**src/rtl/sara_pkg.sv**
```systemverilog
// Shared definitions for the SARA approximate-adder error monitor.
// Contents:
//   sara_mode_e   - adder mode FSM encoding (approximate / exact carry-out)
//   Sara*Def      - default widths, window size, threshold and hold length
//   cnt_width()   - bit width of a counter that must reach a given maximum
package sara_pkg;

  typedef enum logic {
    StApprox = 1'b0,
    StExact  = 1'b1
  } sara_mode_e;

  localparam int unsigned SaraSizeDef    = 16;
  localparam int unsigned SaraWinLog2Def = 4;
  localparam int unsigned SaraErrThDef   = 2;
  localparam int unsigned SaraHoldWinDef = 2;

  // Width of a counter that must hold every value in 0..max_val.
  function automatic int unsigned cnt_width(input int unsigned max_val);
    return (max_val < 2) ? 1 : $clog2(max_val + 1);
  endfunction

endpackage

```
**src/rtl/sara_err_monitor_if.sv**
```systemverilog
// Bus bundle between the monitored adder / downstream consumer and the monitor.
//   upstream   : in_valid, in_ready, A, B, CIN, SUM_APX, COUT_APX
//   downstream : out_valid, out_ready, SUM, COUT, ERR, ERR_DIST
//   control    : MODE_EXACT (adder carryoutselect), WIN_DONE, WIN_ERRS
// master = stimulus/consumer side, slave = the monitor.
interface sara_err_monitor_if #(
  parameter int unsigned SIZE     = 16,
  parameter int unsigned WIN_LOG2 = 4
);
  logic                in_valid;
  logic                in_ready;
  logic [SIZE-1:0]     A;
  logic [SIZE-1:0]     B;
  logic                CIN;
  logic [SIZE-1:0]     SUM_APX;
  logic                COUT_APX;
  logic                out_valid;
  logic                out_ready;
  logic [SIZE-1:0]     SUM;
  logic                COUT;
  logic                ERR;
  logic [SIZE:0]       ERR_DIST;
  logic                MODE_EXACT;
  logic                WIN_DONE;
  logic [WIN_LOG2:0]   WIN_ERRS;

  modport master (
    output in_valid, A, B, CIN, SUM_APX, COUT_APX, out_ready,
    input  in_ready, out_valid, SUM, COUT, ERR, ERR_DIST, MODE_EXACT, WIN_DONE, WIN_ERRS
  );

  modport slave (
    input  in_valid, A, B, CIN, SUM_APX, COUT_APX, out_ready,
    output in_ready, out_valid, SUM, COUT, ERR, ERR_DIST, MODE_EXACT, WIN_DONE, WIN_ERRS
  );
endinterface

```
**src/rtl/sara_err_dist.sv**
```systemverilog
// Combinational error-distance unit.
// Ports:
//   i_a, i_b, i_cin        - adder operands
//   i_sum_apx, i_cout_apx  - approximate adder result for those operands
//   o_exact                - exact (SIZE+1)-bit sum A+B+CIN
//   o_err                  - exact and approximate results differ
//   o_dist                 - |exact - approx| in SIZE+1 bits
module sara_err_dist
  import sara_pkg::*;
#(
  parameter int unsigned SIZE = SaraSizeDef
) (
  input  logic [SIZE-1:0] i_a,
  input  logic [SIZE-1:0] i_b,
  input  logic            i_cin,
  input  logic [SIZE-1:0] i_sum_apx,
  input  logic            i_cout_apx,
  output logic [SIZE:0]   o_exact,
  output logic            o_err,
  output logic [SIZE:0]   o_dist
);

  logic [SIZE:0] w_exact;
  logic [SIZE:0] w_approx;

  always_comb begin
    w_exact  = {1'b0, i_a} + {1'b0, i_b} + {{SIZE{1'b0}}, i_cin};
    w_approx = {i_cout_apx, i_sum_apx};
    o_err    = (w_exact != w_approx);
    if (w_exact >= w_approx) begin
      o_dist = w_exact - w_approx;
    end else begin
      o_dist = w_approx - w_exact;
    end
  end

  assign o_exact = w_exact;

endmodule

```
**src/rtl/sara_err_monitor.sv**
```systemverilog
// Error monitor for an approximate adder with a switchable exact carry-out.
// Each accepted sample is compared against the exact sum; the registered
// result, mismatch flag and error distance are presented downstream with a
// one-cycle latency. Mismatches are counted over windows of 2^WIN_LOG2
// accepted samples; a window with more than ERR_TH errors switches the adder
// into exact mode for HOLD_WIN further windows.
// Ports:
//   clk  - clock, rising edge
//   rst  - asynchronous active-high reset
//   bus  - sara_err_monitor_if slave modport (handshakes, operands, results,
//          MODE_EXACT, WIN_DONE, WIN_ERRS)
module sara_err_monitor
  import sara_pkg::*;
#(
  parameter int unsigned SIZE     = SaraSizeDef,
  parameter int unsigned WIN_LOG2 = SaraWinLog2Def,
  parameter int unsigned ERR_TH   = SaraErrThDef,
  parameter int unsigned HOLD_WIN = SaraHoldWinDef
) (
  input logic            clk,
  input logic            rst,
  sara_err_monitor_if.slave bus
);

  localparam int unsigned     HoldW  = cnt_width(HOLD_WIN);
  localparam logic [WIN_LOG2:0] WinLen = {1'b1, {WIN_LOG2{1'b0}}};

  logic                w_in_ready;
  logic                w_accept;
  logic                w_win_last;
  logic                w_close;
  logic [SIZE:0]       w_exact;
  logic                w_err;
  logic [SIZE:0]       w_dist;
  logic [WIN_LOG2:0]   w_err_total;

  logic                r_out_valid;
  logic [SIZE-1:0]     r_sum;
  logic                r_cout;
  logic                r_err;
  logic [SIZE:0]       r_dist;
  logic [WIN_LOG2-1:0] r_smp_cnt;
  logic [WIN_LOG2:0]   r_err_cnt;
  logic                r_win_done;
  logic [WIN_LOG2:0]   r_win_errs;
  sara_mode_e          r_state;
  logic [HoldW-1:0]    r_hold;
  logic                r_mode_exact;

  sara_err_dist #(
    .SIZE (SIZE)
  ) u_err_dist (
    .i_a        (bus.A),
    .i_b        (bus.B),
    .i_cin      (bus.CIN),
    .i_sum_apx  (bus.SUM_APX),
    .i_cout_apx (bus.COUT_APX),
    .o_exact    (w_exact),
    .o_err      (w_err),
    .o_dist     (w_dist)
  );

  assign w_in_ready = !r_out_valid || bus.out_ready;
  assign w_accept   = bus.in_valid && w_in_ready;
  assign w_win_last = &r_smp_cnt;
  assign w_close    = w_accept && w_win_last;

  // Error count including the sample being accepted, saturating at a full window.
  always_comb begin
    if (r_err_cnt == WinLen) begin
      w_err_total = r_err_cnt;
    end else begin
      w_err_total = r_err_cnt + {{WIN_LOG2{1'b0}}, w_err};
    end
  end

  // Output register: loads on every acceptance (including drain+accept in the
  // same cycle), otherwise empties once the consumer takes it.
  always_ff @(posedge clk or posedge rst) begin
    if (rst) begin
      r_out_valid <= 1'b0;
      r_sum       <= '0;
      r_cout      <= 1'b0;
      r_err       <= 1'b0;
      r_dist      <= '0;
    end else if (w_accept) begin
      r_out_valid <= 1'b1;
      r_sum       <= w_exact[SIZE-1:0];
      r_cout      <= w_exact[SIZE];
      r_err       <= w_err;
      r_dist      <= w_dist;
    end else if (bus.out_ready) begin
      r_out_valid <= 1'b0;
    end
  end

  // Window bookkeeping advances only on acceptance, so stalls never alter it.
  always_ff @(posedge clk or posedge rst) begin
    if (rst) begin
      r_smp_cnt  <= '0;
      r_err_cnt  <= '0;
      r_win_done <= 1'b0;
      r_win_errs <= '0;
    end else begin
      r_win_done <= w_close;
      if (w_accept) begin
        r_smp_cnt <= r_smp_cnt + {{(WIN_LOG2-1){1'b0}}, 1'b1};
        if (w_win_last) begin
          r_err_cnt  <= '0;
          r_win_errs <= w_err_total;
        end else begin
          r_err_cnt  <= w_err_total;
        end
      end
    end
  end

  // Mode FSM: only evaluated at a window close, so MODE_EXACT can only change
  // in the cycle that WIN_DONE pulses.
  always_ff @(posedge clk or posedge rst) begin
    if (rst) begin
      r_state      <= StApprox;
      r_hold       <= '0;
      r_mode_exact <= 1'b0;
    end else if (w_close) begin
      unique case (r_state)
        StApprox: begin
          if (32'(w_err_total) > ERR_TH) begin
            r_state      <= StExact;
            r_hold       <= HoldW'(HOLD_WIN);
            r_mode_exact <= 1'b1;
          end
        end
        StExact: begin
          // Leaving on the close that brings the hold count to zero.
          if (r_hold <= HoldW'(1)) begin
            r_state      <= StApprox;
            r_hold       <= '0;
            r_mode_exact <= 1'b0;
          end else begin
            r_hold <= r_hold - HoldW'(1);
          end
        end
        default: begin
          r_state      <= StApprox;
          r_hold       <= '0;
          r_mode_exact <= 1'b0;
        end
      endcase
    end
  end

  assign bus.in_ready   = w_in_ready;
  assign bus.out_valid  = r_out_valid;
  assign bus.SUM        = r_sum;
  assign bus.COUT       = r_cout;
  assign bus.ERR        = r_err;
  assign bus.ERR_DIST   = r_dist;
  assign bus.MODE_EXACT = r_mode_exact;
  assign bus.WIN_DONE   = r_win_done;
  assign bus.WIN_ERRS   = r_win_errs;

endmodule

```
**src/flat_wrapper.sv**
```systemverilog
// flat-port wrapper written by rule: the top's interface ports become plain ports
module sara_err_monitor_flat import sara_pkg::*;
#(
  parameter int unsigned SIZE     = SaraSizeDef,
  parameter int unsigned WIN_LOG2 = SaraWinLog2Def,
  parameter int unsigned ERR_TH   = SaraErrThDef,
  parameter int unsigned HOLD_WIN = SaraHoldWinDef
)
  (clk, rst, bus_in_valid, bus_A, bus_B, bus_CIN, bus_SUM_APX, bus_COUT_APX, bus_out_ready, bus_in_ready, bus_out_valid, bus_SUM, bus_COUT, bus_ERR, bus_ERR_DIST, bus_MODE_EXACT, bus_WIN_DONE, bus_WIN_ERRS);
  sara_err_monitor_if #(.SIZE(SIZE), .WIN_LOG2(WIN_LOG2)) bus_i ();
  input logic clk;
  input logic rst;
  input wire logic [$bits(bus_i.in_valid)-1:0] bus_in_valid;
  input wire logic [$bits(bus_i.A)-1:0] bus_A;
  input wire logic [$bits(bus_i.B)-1:0] bus_B;
  input wire logic [$bits(bus_i.CIN)-1:0] bus_CIN;
  input wire logic [$bits(bus_i.SUM_APX)-1:0] bus_SUM_APX;
  input wire logic [$bits(bus_i.COUT_APX)-1:0] bus_COUT_APX;
  input wire logic [$bits(bus_i.out_ready)-1:0] bus_out_ready;
  output wire logic [$bits(bus_i.in_ready)-1:0] bus_in_ready;
  output wire logic [$bits(bus_i.out_valid)-1:0] bus_out_valid;
  output wire logic [$bits(bus_i.SUM)-1:0] bus_SUM;
  output wire logic [$bits(bus_i.COUT)-1:0] bus_COUT;
  output wire logic [$bits(bus_i.ERR)-1:0] bus_ERR;
  output wire logic [$bits(bus_i.ERR_DIST)-1:0] bus_ERR_DIST;
  output wire logic [$bits(bus_i.MODE_EXACT)-1:0] bus_MODE_EXACT;
  output wire logic [$bits(bus_i.WIN_DONE)-1:0] bus_WIN_DONE;
  output wire logic [$bits(bus_i.WIN_ERRS)-1:0] bus_WIN_ERRS;
  assign bus_i.in_valid = bus_in_valid;
  assign bus_i.A = bus_A;
  assign bus_i.B = bus_B;
  assign bus_i.CIN = bus_CIN;
  assign bus_i.SUM_APX = bus_SUM_APX;
  assign bus_i.COUT_APX = bus_COUT_APX;
  assign bus_i.out_ready = bus_out_ready;
  assign bus_in_ready = bus_i.in_ready;
  assign bus_out_valid = bus_i.out_valid;
  assign bus_SUM = bus_i.SUM;
  assign bus_COUT = bus_i.COUT;
  assign bus_ERR = bus_i.ERR;
  assign bus_ERR_DIST = bus_i.ERR_DIST;
  assign bus_MODE_EXACT = bus_i.MODE_EXACT;
  assign bus_WIN_DONE = bus_i.WIN_DONE;
  assign bus_WIN_ERRS = bus_i.WIN_ERRS;
  sara_err_monitor #(.SIZE(SIZE), .WIN_LOG2(WIN_LOG2), .ERR_TH(ERR_TH), .HOLD_WIN(HOLD_WIN)) u_core (.clk(clk), .rst(rst), .bus(bus_i));
endmodule
```
**config.mk**
```make
export PLATFORM = sky130hd
export DESIGN_NAME = sara_err_monitor_flat
export DESIGN_NICKNAME = d
export VERILOG_FILES = /design/src/rtl/sara_pkg.sv /design/src/rtl/sara_err_monitor_if.sv /design/src/rtl/sara_err_dist.sv /design/src/rtl/sara_err_monitor.sv /design/src/flat_wrapper.sv
export SDC_FILE = /design/constraint.sdc
export NUM_CORES = 1
export LEC_CHECK = 0
export CAP_MARGIN = 20
export CORE_ASPECT_RATIO = 0.8
export CORE_MARGIN = 4
export CORE_UTILIZATION = 25
export CTS_CLUSTER_SIZE = 14
export DETAILED_ROUTE_END_ITERATION = 16
export PLACE_DENSITY_LB_ADDON = 0.1
export SYNTH_ARGS = -nofsm -noshare
export SYNTH_HDL_FRONTEND = slang
export SYNTH_SLANG_ARGS = --single-unit
```
**constraint.sdc**
```tcl
create_clock -name clk -period 2.04 [get_ports clk]
set_clock_uncertainty 0.2 [all_clocks]
set_input_delay 0.408 -clock clk [delete_from_list [all_inputs] [get_ports clk]]
set_output_delay 0.408 -clock clk [all_outputs]
set_load 0.05 [all_outputs]
```
# Yosys cells after proc, flatten, opt, wreduce, memory -nomap -nowiden
# Cells that the tools add are included.
dict set report classes {
  n_addsub 7
  magnitude_cmp 3
  eq_ne 4
  mux 14
  bitwise_logic 1
  reduce_logical 9
}
# operator n
set op_table {}
lappend op_table {{$sub A17 B17 Y17} 2}
lappend op_table {{$add A16 B16 Y17} 1}
lappend op_table {{$add A17 B1 Y17} 1}
lappend op_table {{$ge A17 B17 Y1} 1}
lappend op_table {{$mux W17} 1}
lappend op_table {{$ne A17 B17 Y1} 1}
lappend op_table {{$mux W5} 2}
lappend op_table {{$mux W1} 6}
lappend op_table {{$add A5 B1 Y5} 1}
lappend op_table {{$eq A5 B5 Y1 const B} 1}
lappend op_table {{$gt A5 B2 Y1 const B} 1}
lappend op_table {{$reduce_and A5 Y1} 1}
lappend op_table {{$add A4 B1 Y4 const B} 1}
lappend op_table {{$mux W2} 2}
lappend op_table {{$pmux W1 S2} 2}
lappend op_table {{$pmux W2 S2} 1}
lappend op_table {{$reduce_and A4 Y1} 1}
lappend op_table {{$reduce_and A3 Y1} 1}
lappend op_table {{$le A2 B1 Y1 const B} 1}
lappend op_table {{$logic_and A1 B1 Y1} 2}
lappend op_table {{$ne A2 B1 Y1 const B} 1}
lappend op_table {{$ne A2 B2 Y1 const B} 1}
lappend op_table {{$reduce_and A2 Y1} 1}
lappend op_table {{$reduce_bool A2 Y1} 1}
lappend op_table {{4 further kinds} 4}
dict set report totals {
  regBits 55
  in_bits 54
  out_inout_bits 44
  elab_cells 50
}

# Depth between registers and ports, before layout
# Gate-level depths: netlist of the first run.
dict set report depth {
  word_depth 8
  depth_mapped 24
  mapped_depth_nobuf 24
}

# Modules after synthesis
# A second synthesis of the first run with hierarchy kept.
dict set report unflattened {
  cells_unflattened 601
  hier_area_um2 4817.1
}
# mod instances cells_per_inst area_per_inst_um2 seq_area_each_um2
set by_module_without_submodules {}
lappend by_module_without_submodules {sara_err_dist 1 359 2509.9 0.0}
lappend by_module_without_submodules {sara_err_monitor 1 242 2307.2 1376.3}

# Least setup slack after synthesis of the first run
# OpenSTA, ideal clock, no wires.
dict set report synth_path {
  path_type {in2reg}
  startpoint {input port bus_CIN}
  endpoint {register u_core.r_mode_exact (netlist: u_core.bus.MODE_EXACT)}
  setup_time_ps 129
  arrival_time_ps 4456
  required_time_ps 1711
  slack_ps -2745
  path_stages 24
  n_path_buf 0
  path_cell_list {fa_1 -> inv_1 -> fa_1 -> nor2b_1 -> o21a_1 -> o21ai_0 -> a21oi_1 -> a41oi_1 -> nor2b_1 -> xor2_1 -> inv_1 -> ha_1 -> nand4_1 -> nor4_2 -> nand3_1 -> ha_1 -> ha_1 -> nand3_1 -> nor2_1 -> a22o_1 -> nand2_1 -> nand2_1 -> o21ai_0 -> o21ai_0}
}
dict set report synth_between {
  elab_chain_cells 7
}
# element line_no
set synth_rtl {}
lappend synth_rtl {{start, declared} flat_wrapper.sv:16} ;# input wire logic [$bits(bus_i.CIN)-1:0] bus_CIN;
lappend synth_rtl {{$add A17 B1 Y17} sara_err_dist.sv:27} ;# w_exact = {1'b0, i_a} + {1'b0, i_b} + {{SIZE{1'b0}}, i_cin};
lappend synth_rtl {{net u_core.u_err_dist.o_exact[10]} sara_err_dist.sv:18} ;# output logic [SIZE:0] o_exact,
lappend synth_rtl {{$ne A17 B17 Y1} sara_err_dist.sv:29} ;# o_err = (w_exact != w_approx);
lappend synth_rtl {{net u_core.u_err_dist.o_err} sara_err_dist.sv:19} ;# output logic o_err,
lappend synth_rtl {{$add A5 B1 Y5} sara_err_monitor.sv:73} ;# w_err_total = r_err_cnt + {{WIN_LOG2{1'b0}}, w_err};
lappend synth_rtl {{$mux W5} sara_err_monitor.sv:70} ;# if (r_err_cnt == WinLen) begin
lappend synth_rtl {{$gt A5 B2 Y1} sara_err_monitor.sv:128} ;# if (32'(w_err_total) > ERR_TH) begin
lappend synth_rtl {{$ne A2 B1 Y1 (no source line)} n/a}
lappend synth_rtl {{$reduce_and A3 Y1 (no source line)} n/a}
lappend synth_rtl {{end signal, assigned} sara_err_monitor.sv:124} ;# r_mode_exact <= 1'b0;
lappend synth_rtl {{end signal, assigned} sara_err_monitor.sv:131} ;# r_mode_exact <= 1'b1;
lappend synth_rtl {{end signal, assigned} sara_err_monitor.sv:139} ;# r_mode_exact <= 1'b0;
lappend synth_rtl {{end, declared} sara_err_monitor.sv:48} ;# logic r_mode_exact;
# The timed path passes the listed nets, and every way through them passes these cells.
# A chain may end at the register's enable or synchronous reset.

# Worst setup path after layout of the first run
dict set report layout_path {
  startpoint {input port bus_CIN}
  endpoint {register u_core.r_dist[5] (netlist: u_core.bus.ERR_DIST[5])}
}
dict set report layout_between {
  elab_chain_cells 3
  word_cells_on_any_way 5
  cone_classes {3 x add/sub; 1 x order compare; 1 x mux}
}
# element line_no
set layout_rtl {}
lappend layout_rtl {{$add A17 B1 Y17} sara_err_dist.sv:27}
lappend layout_rtl {{net u_core.u_err_dist.o_exact[16]} sara_err_dist.sv:18}
lappend layout_rtl {{$ge A17 B17 Y1} sara_err_dist.sv:30} ;# if (w_exact >= w_approx) begin
lappend layout_rtl {{$mux W17} sara_err_dist.sv:30}
lappend layout_rtl {{end signal, assigned} sara_err_monitor.sv:91} ;# r_dist <= w_dist;
lappend layout_rtl {{end, declared} sara_err_monitor.sv:41} ;# logic [SIZE:0] r_dist;
# The timed path passes the listed nets, and every way through them passes these cells.

==> impl_metrics.yaml, run 1 <==
power:
  vdd_ir_drop_max_mv: 0.3658
  total_power_uw: 8022
  pwr_density_cell_nw_per_um2: 1023
  p_leak_uw: 0.003786
run_status:
  outcome: "finished, violations left"
  violations: "setup timing"
routing:
  avgRoutedWirePerCell_um: 14.96
  routed_wl_um: 15400
  drtAntennaViolNets: 0
  post_drt_via_cell_ratio: 4.599
  drt-initial-drc-count: 166
  first_pass_iters: 4
  route.detailed.drc: 0
  routed-via-count: 4732
synthesis:
  synthFlopType: "dfrtp_1"
  yosysWarningCount: 0
  async_flop_share: 1.000
  syn_nets: 657
  ys_types: 60
  syn_avg_cell_area_um2: 8.425
  ys_ff_latch: 55
  syn_inst: 548
  synth_edf_count: 0
  yosysSeqAreaShare: 0.2981
  synth_area_um2: 4617
cells_and_area:
  diodes: 0
  fin_nets: 907
  seqCellArea_um2: 1378
  finalNonFillerCells: 1029
  fill_cells: 1811
  area_growth_pct: 69.78
  final_area_um2: 7839
  drive_gt1_frac: 0.4168
  multi_input_area_um2: 3562
placement:
  place.gp.congestion: 0.8704
  port-buffer-count: 97
  place_area_um2: 6899
  dp_hpwl_um: 12620
  dp_cells: 996
timing:
  drv_slew: 0
  fmax_mhz: 217.8
  fin_crit_ns: 4.592
  slew_headroom: 0.6577
  worst_pin_slew_ns: 0.5091
  finalCritPeriodShare: 2.251
  hold_viol_final: 0
  whs_ns: 0.2135
  setup_slack_ns: -2.552
  rsz0062_at_grt: "true"
  setup_violations: 43
worst_setup_path:
  worstRegToRegCells: 7
  crit_type: "in2reg"
  cp-start-kind: "primary input"
  cp.required_ns: 2.06
  cp-end-kind: "flop"
  cp_max_fo: 6
  arrival_ns: 4.61
grt:
  track_usage: 0.1476
  antenna_found_initial: 0
  grt_first_pass_wirelength_um: 24600
  grt_max_degree: 36
  grt_pass1_vias: 4816
  overflow: 0
floorplan:
  initial_core_util: 0.2549
  core-area_um2: 18110
  rows: 44
  io_pins: 98
  die_area_um2: 20720
  die_h_um: 129.6
  die-width_um: 159.9
clocking:
  cts_max_path_buffers: 2
  path_clk_slew_ns: 0.08
  cts_htree_levels: 2
  cts-hold-fix-buffers: 0
  cts_tree: "yes"
  cts_buffers: 5
  insertion_delay_ns: 0.31
  cts_sinks: 55
  cts_root_buf: "clkbuf_16"
job:
  cap_viol_max_count: 0
worst_hold_path:
  hp-class: "in2async"
## layout by cell type, fill, tap and decap left out, types with 6 or more instances in the layout
master and instances:
o21ai_0 23, clkdlybuf4s50_1 46, buf_4 191, nand3_1 7
a21oi_2 8, dfrtp_1 54, mux2_4 6, a21oi_1 27
xnor2_1 10, ha_4 8, nor3_1 6, inv_1 52
o21ai_2 17, nor2_1 12, mux2i_1 6, buf_6 20
ha_1 43, mux2i_2 6, xor2_1 10, nand2_1 65
o21a_1 7, o21ai_1 23, a21o_1 16
## flip-flops by register name, summed over array words and instances (netlist names)
register	count
u_core.bus.COUT	1
u_core.bus.ERR	1
u_core.bus.ERR_DIST	17
u_core.bus.MODE_EXACT	1
u_core.bus.SUM	16
u_core.bus.WIN_DONE	1
u_core.bus.WIN_ERRS	5
u_core.bus.out_valid	1
u_core.r_err_cnt	5
u_core.r_hold	2
u_core.r_smp_cnt	4
u_core.r_state	1
## critical path, cell delays in order
cell and delay, ns:
buf_6 0.09, fa_2 0.40, inv_2 0.08, fa_2 0.21, nor2b_1 0.05, o21a_1 0.20, o21ai_2 0.20, a21oi_2 0.09
a41oi_2 0.25, buf_4 0.18, a31oi_4 0.12, a21oi_2 0.20, o21bai_2 0.10, ha_4 0.30, nand3_4 0.07, nor4_4 0.28
a31oi_1 0.14, a21boi_2 0.18, a21bo_4 0.26, buf_12 0.13, mux2_4 0.30, o21a_1 0.19, o31ai_1 0.21
## timing repair
| item | in CTS | in global routing |
|---|---|---|
| setup endpoints to repair | 46 | 44 |
| buffers inserted | 25 | 11 |
| gates resized for setup | 75 | 69 |
| pin swaps | 39 | 54 |
## area by class of cell
type,count,area share
Clock inverter,3,0.002873
Sequential cell,55,0.1757
Timing Repair Buffer,266,0.2879
Inverter,55,0.02634
Multi-Input combinational cell,415,0.4544
Clock buffer,5,0.01596
Tap cell,230,0.03671
## Yosys cell counts (5+ instances only)
cell       n  share of area
a21o_1    16          0.026
clkbuf_1  11         0.0089
a31oi_1    5         0.0068
o21ai_1   11          0.012
nand3_1   12          0.013
inv_1     55          0.045
o31ai_1    8          0.013
ha_1      51           0.14
buf_2      7         0.0076
nor2_1    16          0.013
mux2i_1   13          0.028
nor2b_1    6         0.0081
nand2_1   73          0.059
o211ai_1   5         0.0081
xor2_1    16          0.030
nor3_1     7         0.0076
o21ai_0   52          0.056
a21oi_1   35          0.038
xnor2_1   15          0.028
dfrtp_1   55           0.30
o21a_1     7          0.011
## routing by layer
metal / track usage / share of wire
met5: 0 / 0
met4: 0.03692 / 0.013
met3: 0.02512 / 0.041
met2: 0.2309 / 0.43
met1: 0.2130 / 0.51
## report_power, final
| part | leakage [uW] | switching [uW] | internal [uW] |
|---|---|---|---|
| clock network | 0.0000746 | 454 | 464 |
| logic | 0.00303 | 2940 | 2380 |
| registers | 0.000681 | 319 | 1460 |
| total | 0.00379 | 3720 | 4310 |
## through the flow
stage	TNS, ns	setup slack [ns]	utilization
floorplan	-70.11	-2.458	-
CTS	-78.53	-2.663	0.4115
finish	-75.96	-2.552	0.4328
global placement	-110.01	-3.376	0.3809
global route	-84.26	-2.788	0.4328
detailed placement	-113.89	-3.588	0.3809
## path summary, 6_finish.rpt
kind | startpoint | end | slack (ns)
setup / recovery | bus_CIN | u_core.bus.ERR_DIST[5]$_DFFE_PP0P_ | -2.55
hold / removal | rst | u_core.r_smp_cnt[3]$_DFFE_PP0P_ | 0.21
setup reg to reg | u_core.r_err_cnt[1]$_DFFE_PP0P_ | u_core.r_hold[1]$_DFFE_PP0P_ | 0.23
hold reg to reg | u_core.bus.SUM[0]$_DFFE_PP0P_ | u_core.bus.SUM[0]$_DFFE_PP0P_ | 0.28
max in group asynchronous | rst | u_core.bus.out_valid$_DFFE_PP0P_ | 0.95
min in group clk | u_core.bus.SUM[0]$_DFFE_PP0P_ | u_core.bus.SUM[0]$_DFFE_PP0P_ | 0.28
## cell families after synthesis
| family | after synthesis | share of synthesized area |
|---|---|---|
| buffers and inverters | 78 | 0.07127 |
| XOR/XNOR | 31 | 0.05881 |
| flip-flops | 55 | 0.2981 |
| multiplexers | 20 | 0.04607 |
| adder cells (fa/ha/maj) | 55 | 0.1556 |
| AO/OA/AOI/OAI | 168 | 0.2268 |
| AND/OR/NAND/NOR | 141 | 0.1434 |
Power figures use the tool's default switching activity.
==> run 2: changes to the inputs <==
--- a/config.mk
+++ b/config.mk
@@ -8,7 +8,7 @@
 export CAP_MARGIN = 20
 export CORE_ASPECT_RATIO = 0.8
 export CORE_MARGIN = 4
-export CORE_UTILIZATION = 25
+export CORE_UTILIZATION = 47
 export CTS_CLUSTER_SIZE = 14
 export DETAILED_ROUTE_END_ITERATION = 16
 export PLACE_DENSITY_LB_ADDON = 0.1
==> run 2 against run 1 <==
Effect of this change: first-iteration DRC count is 70% higher; global-route usage is 11 points higher; worst setup slack lost 0.12 ns; critical path type unchanged; the run still ends with setup timing left; fmax is 2.4% lower; sequential power about the same; power rose by 2.5%; critical path depth down 1; utilization up 38 points; largest power group unchanged; via count increased by 5.5%; cell count fell by 10%; sequential share of layout area is essentially flat.
==> impl_metrics.yaml, run 2 (synthesis gave the netlist of run 1 again) <==
timing:
  finalSetupTns_ns: -80.38
  fin_crit_ns: 4.707
  rsz0062_at_grt: "true"
  slew_headroom: 0.7030
  finalCritPeriodShare: 2.307
  drv_slew: 0
  fmax_mhz: 212.5
  hold_viol_final: 0
  setup_slack_ns: -2.667
  worst_pin_slew_ns: 0.4418
  setup_violations: 43
clocking:
  cts_tree: "yes"
  cts_buffers: 5
  cts_root_buf: "clkbuf_16"
  cts_max_path_buffers: 2
  cts-hold-fix-buffers: 0
  cts_sinks: 55
  path_clk_slew_ns: 0.08
  insertion_delay_ns: 0.30
  cts_htree_levels: 2
routing:
  route.detailed.drc: 0
  drt-initial-drc-count: 283
  routed-via-count: 4992
  routed_wl_um: 15290
  first_pass_iters: 5
  post_drt_via_cell_ratio: 5.414
  avgRoutedWirePerCell_um: 16.58
  drtAntennaViolNets: 0
grt:
  grt_first_pass_wirelength_um: 24250
  met2_usage: 0.4424
  met1_usage: 0.3403
  antenna_found_initial: 0
  track_usage: 0.2545
  grt_max_degree: 56
  use_met3: 0.03507
  grt_pass1_vias: 5129
  grt_busiest_layer: "met2"
  overflow: 0
worst_setup_path:
  r2r_slack_ns: 0.09
  critPathTopFamily: "compound AO/OA/AOI/OAI gates"
  cp-start-kind: "primary input"
  crit_path_max_incr_delay_ns: 0.39
  worst_path_max_delay_cell: "fa_2"
  arrival_ns: 4.71
  crit_type: "in2reg"
  cp-end-kind: "flop"
  cp.required_ns: 2.04
  path_cells: "buf_6 > fa_2 > inv_2 > fa_2 > nor2b_2 > o21a_1 > o21ai_2 > a21oi_2 > a41oi_4 > a31oi_4 > buf_6 > a21oi_4 > o21bai_1 > ha_1 > nand3_2 > nor4_4 > a31oi_2 > a21boi_2 > a21bo_4 > mux2_4 > o31a_1 > o31ai_1"
  cp_max_fo: 6
  path_buf_inv: 3
power:
  total_power_uw: 8222
  pwr_density_cell_nw_per_um2: 1052
  p_leak_uw: 0.003847
  vdd_ir_drop_max_mv: 0.5311
run_status:
  outcome: "finished, violations left"
  violations: "setup timing"
placement:
  place.gp.congestion: 0.9236
  place_area_um2: 6685
  dp_hpwl_um: 11230
  port-buffer-count: 97
floorplan:
  die_area_um2: 11480
  io_pins: 98
  core-area_um2: 9609
  die_h_um: 96.65
  die-width_um: 118.8
  rows: 32
  initial_core_util: 0.4805
cells_and_area:
  final_area_um2: 7818
  largest_register_ff_count: 17
  fin_nets: 911
  fill_cells: 592
  layout_commonest_cell: "buf_4"
  area_growth_pct: 69.32
  mostFrequentLayoutCells: "buf_4 (188), nand2_1 (64), dfrtp_1 (54)"
  drive_gt1_frac: 0.4259
  diodes: 0
job:
  cap_viol_max_count: 0
worst_hold_path:
  hp-class: "in2async"
## run 2: cell types whose count changed in the layout (fill, tap and decap cells not counted), moves of 4 or more
| cell | change |
|---|---|
| buf_6 | +9 |
| clkdlybuf4s50_1 | -6 |
| dlymetal6s2s_1 | +4 |
| nand3_2 | +4 |
## run 2: final timing paths
path | from | endpoint | cells after the start
max reg2reg | u_core.r_err_cnt[2]$_DFFE_PP0P_ | u_core.r_state$_DFFE_PP0P_ | 7
min reg2reg | u_core.bus.ERR_DIST[13]$_DFFE_PP0P_ | u_core.bus.ERR_DIST[13]$_DFFE_PP0P_ | 2
min | rst | u_core.bus.SUM[3]$_DFFE_PP0P_ | 3
max | bus_A[0] | u_core.bus.ERR_DIST[3]$_DFFE_PP0P_ | 22
min in group clk | u_core.bus.ERR_DIST[13]$_DFFE_PP0P_ | u_core.bus.ERR_DIST[13]$_DFFE_PP0P_ | 2
max in group asynchronous | rst | u_core.bus.out_valid$_DFFE_PP0P_ | 3
## run 2: repair_timing
action                                  4_1_cts  5_1_grt
endpoints found under the setup margin       47       44
hold endpoints to repair                      0        0
buffers inserted                             37       10
resized for setup                            87       83
pin swaps                                    54       55
## run 2: metal layers
metal,vias to the layer above,part of all wire
li1,2432,-
met1,2405,0.45
met2,136,0.49
met3,19,0.046
met4,0,0.014
met5,-,0
## run 2: metrics by stage
step / cells / hold slack [ns] / utilization / setup slack [ns]
floorplan: 548 / 0.2584 / - / -2.458
CTS: 918 / 0.2930 / 0.7635 / -2.524
global placement: 880 / 0.2638 / 0.6957 / -3.267
global route: 922 / 0.3100 / 0.8135 / -2.784
detailed placement: 880 / 0.2759 / 0.6957 / -3.425
finish: 922 / 0.2786 / 0.8135 / -2.667
## run 2: area by class of cell
type	count	area, um2	area share
timing repair buffer	270	2301	0.2943
multi-input combinational	415	3638	0.4654
sequential	55	1378	0.1762
inverter	55	206.4	0.02641
tap	119	148.9	0.01905
clock inverter	2	16.27	0.002081
clock buffer	6	128.9	0.01649
## run 2: power by group
group / leakage [uW] / total, uW / internal, uW / switching, uW
registers: 0.000681 / 1790 / 1460 / 327
clock network: 0.0000675 / 904 / 463 / 441
logic: 0.00310 / 5530 / 2490 / 3040
total: 0.00385 / 8220 / 4410 / 3810
## run 2: tightest hold or removal path: stages
cell and delay (ns):
clkdlybuf4s50_1 0.41, inv_2 0.07, buf_12 0.28
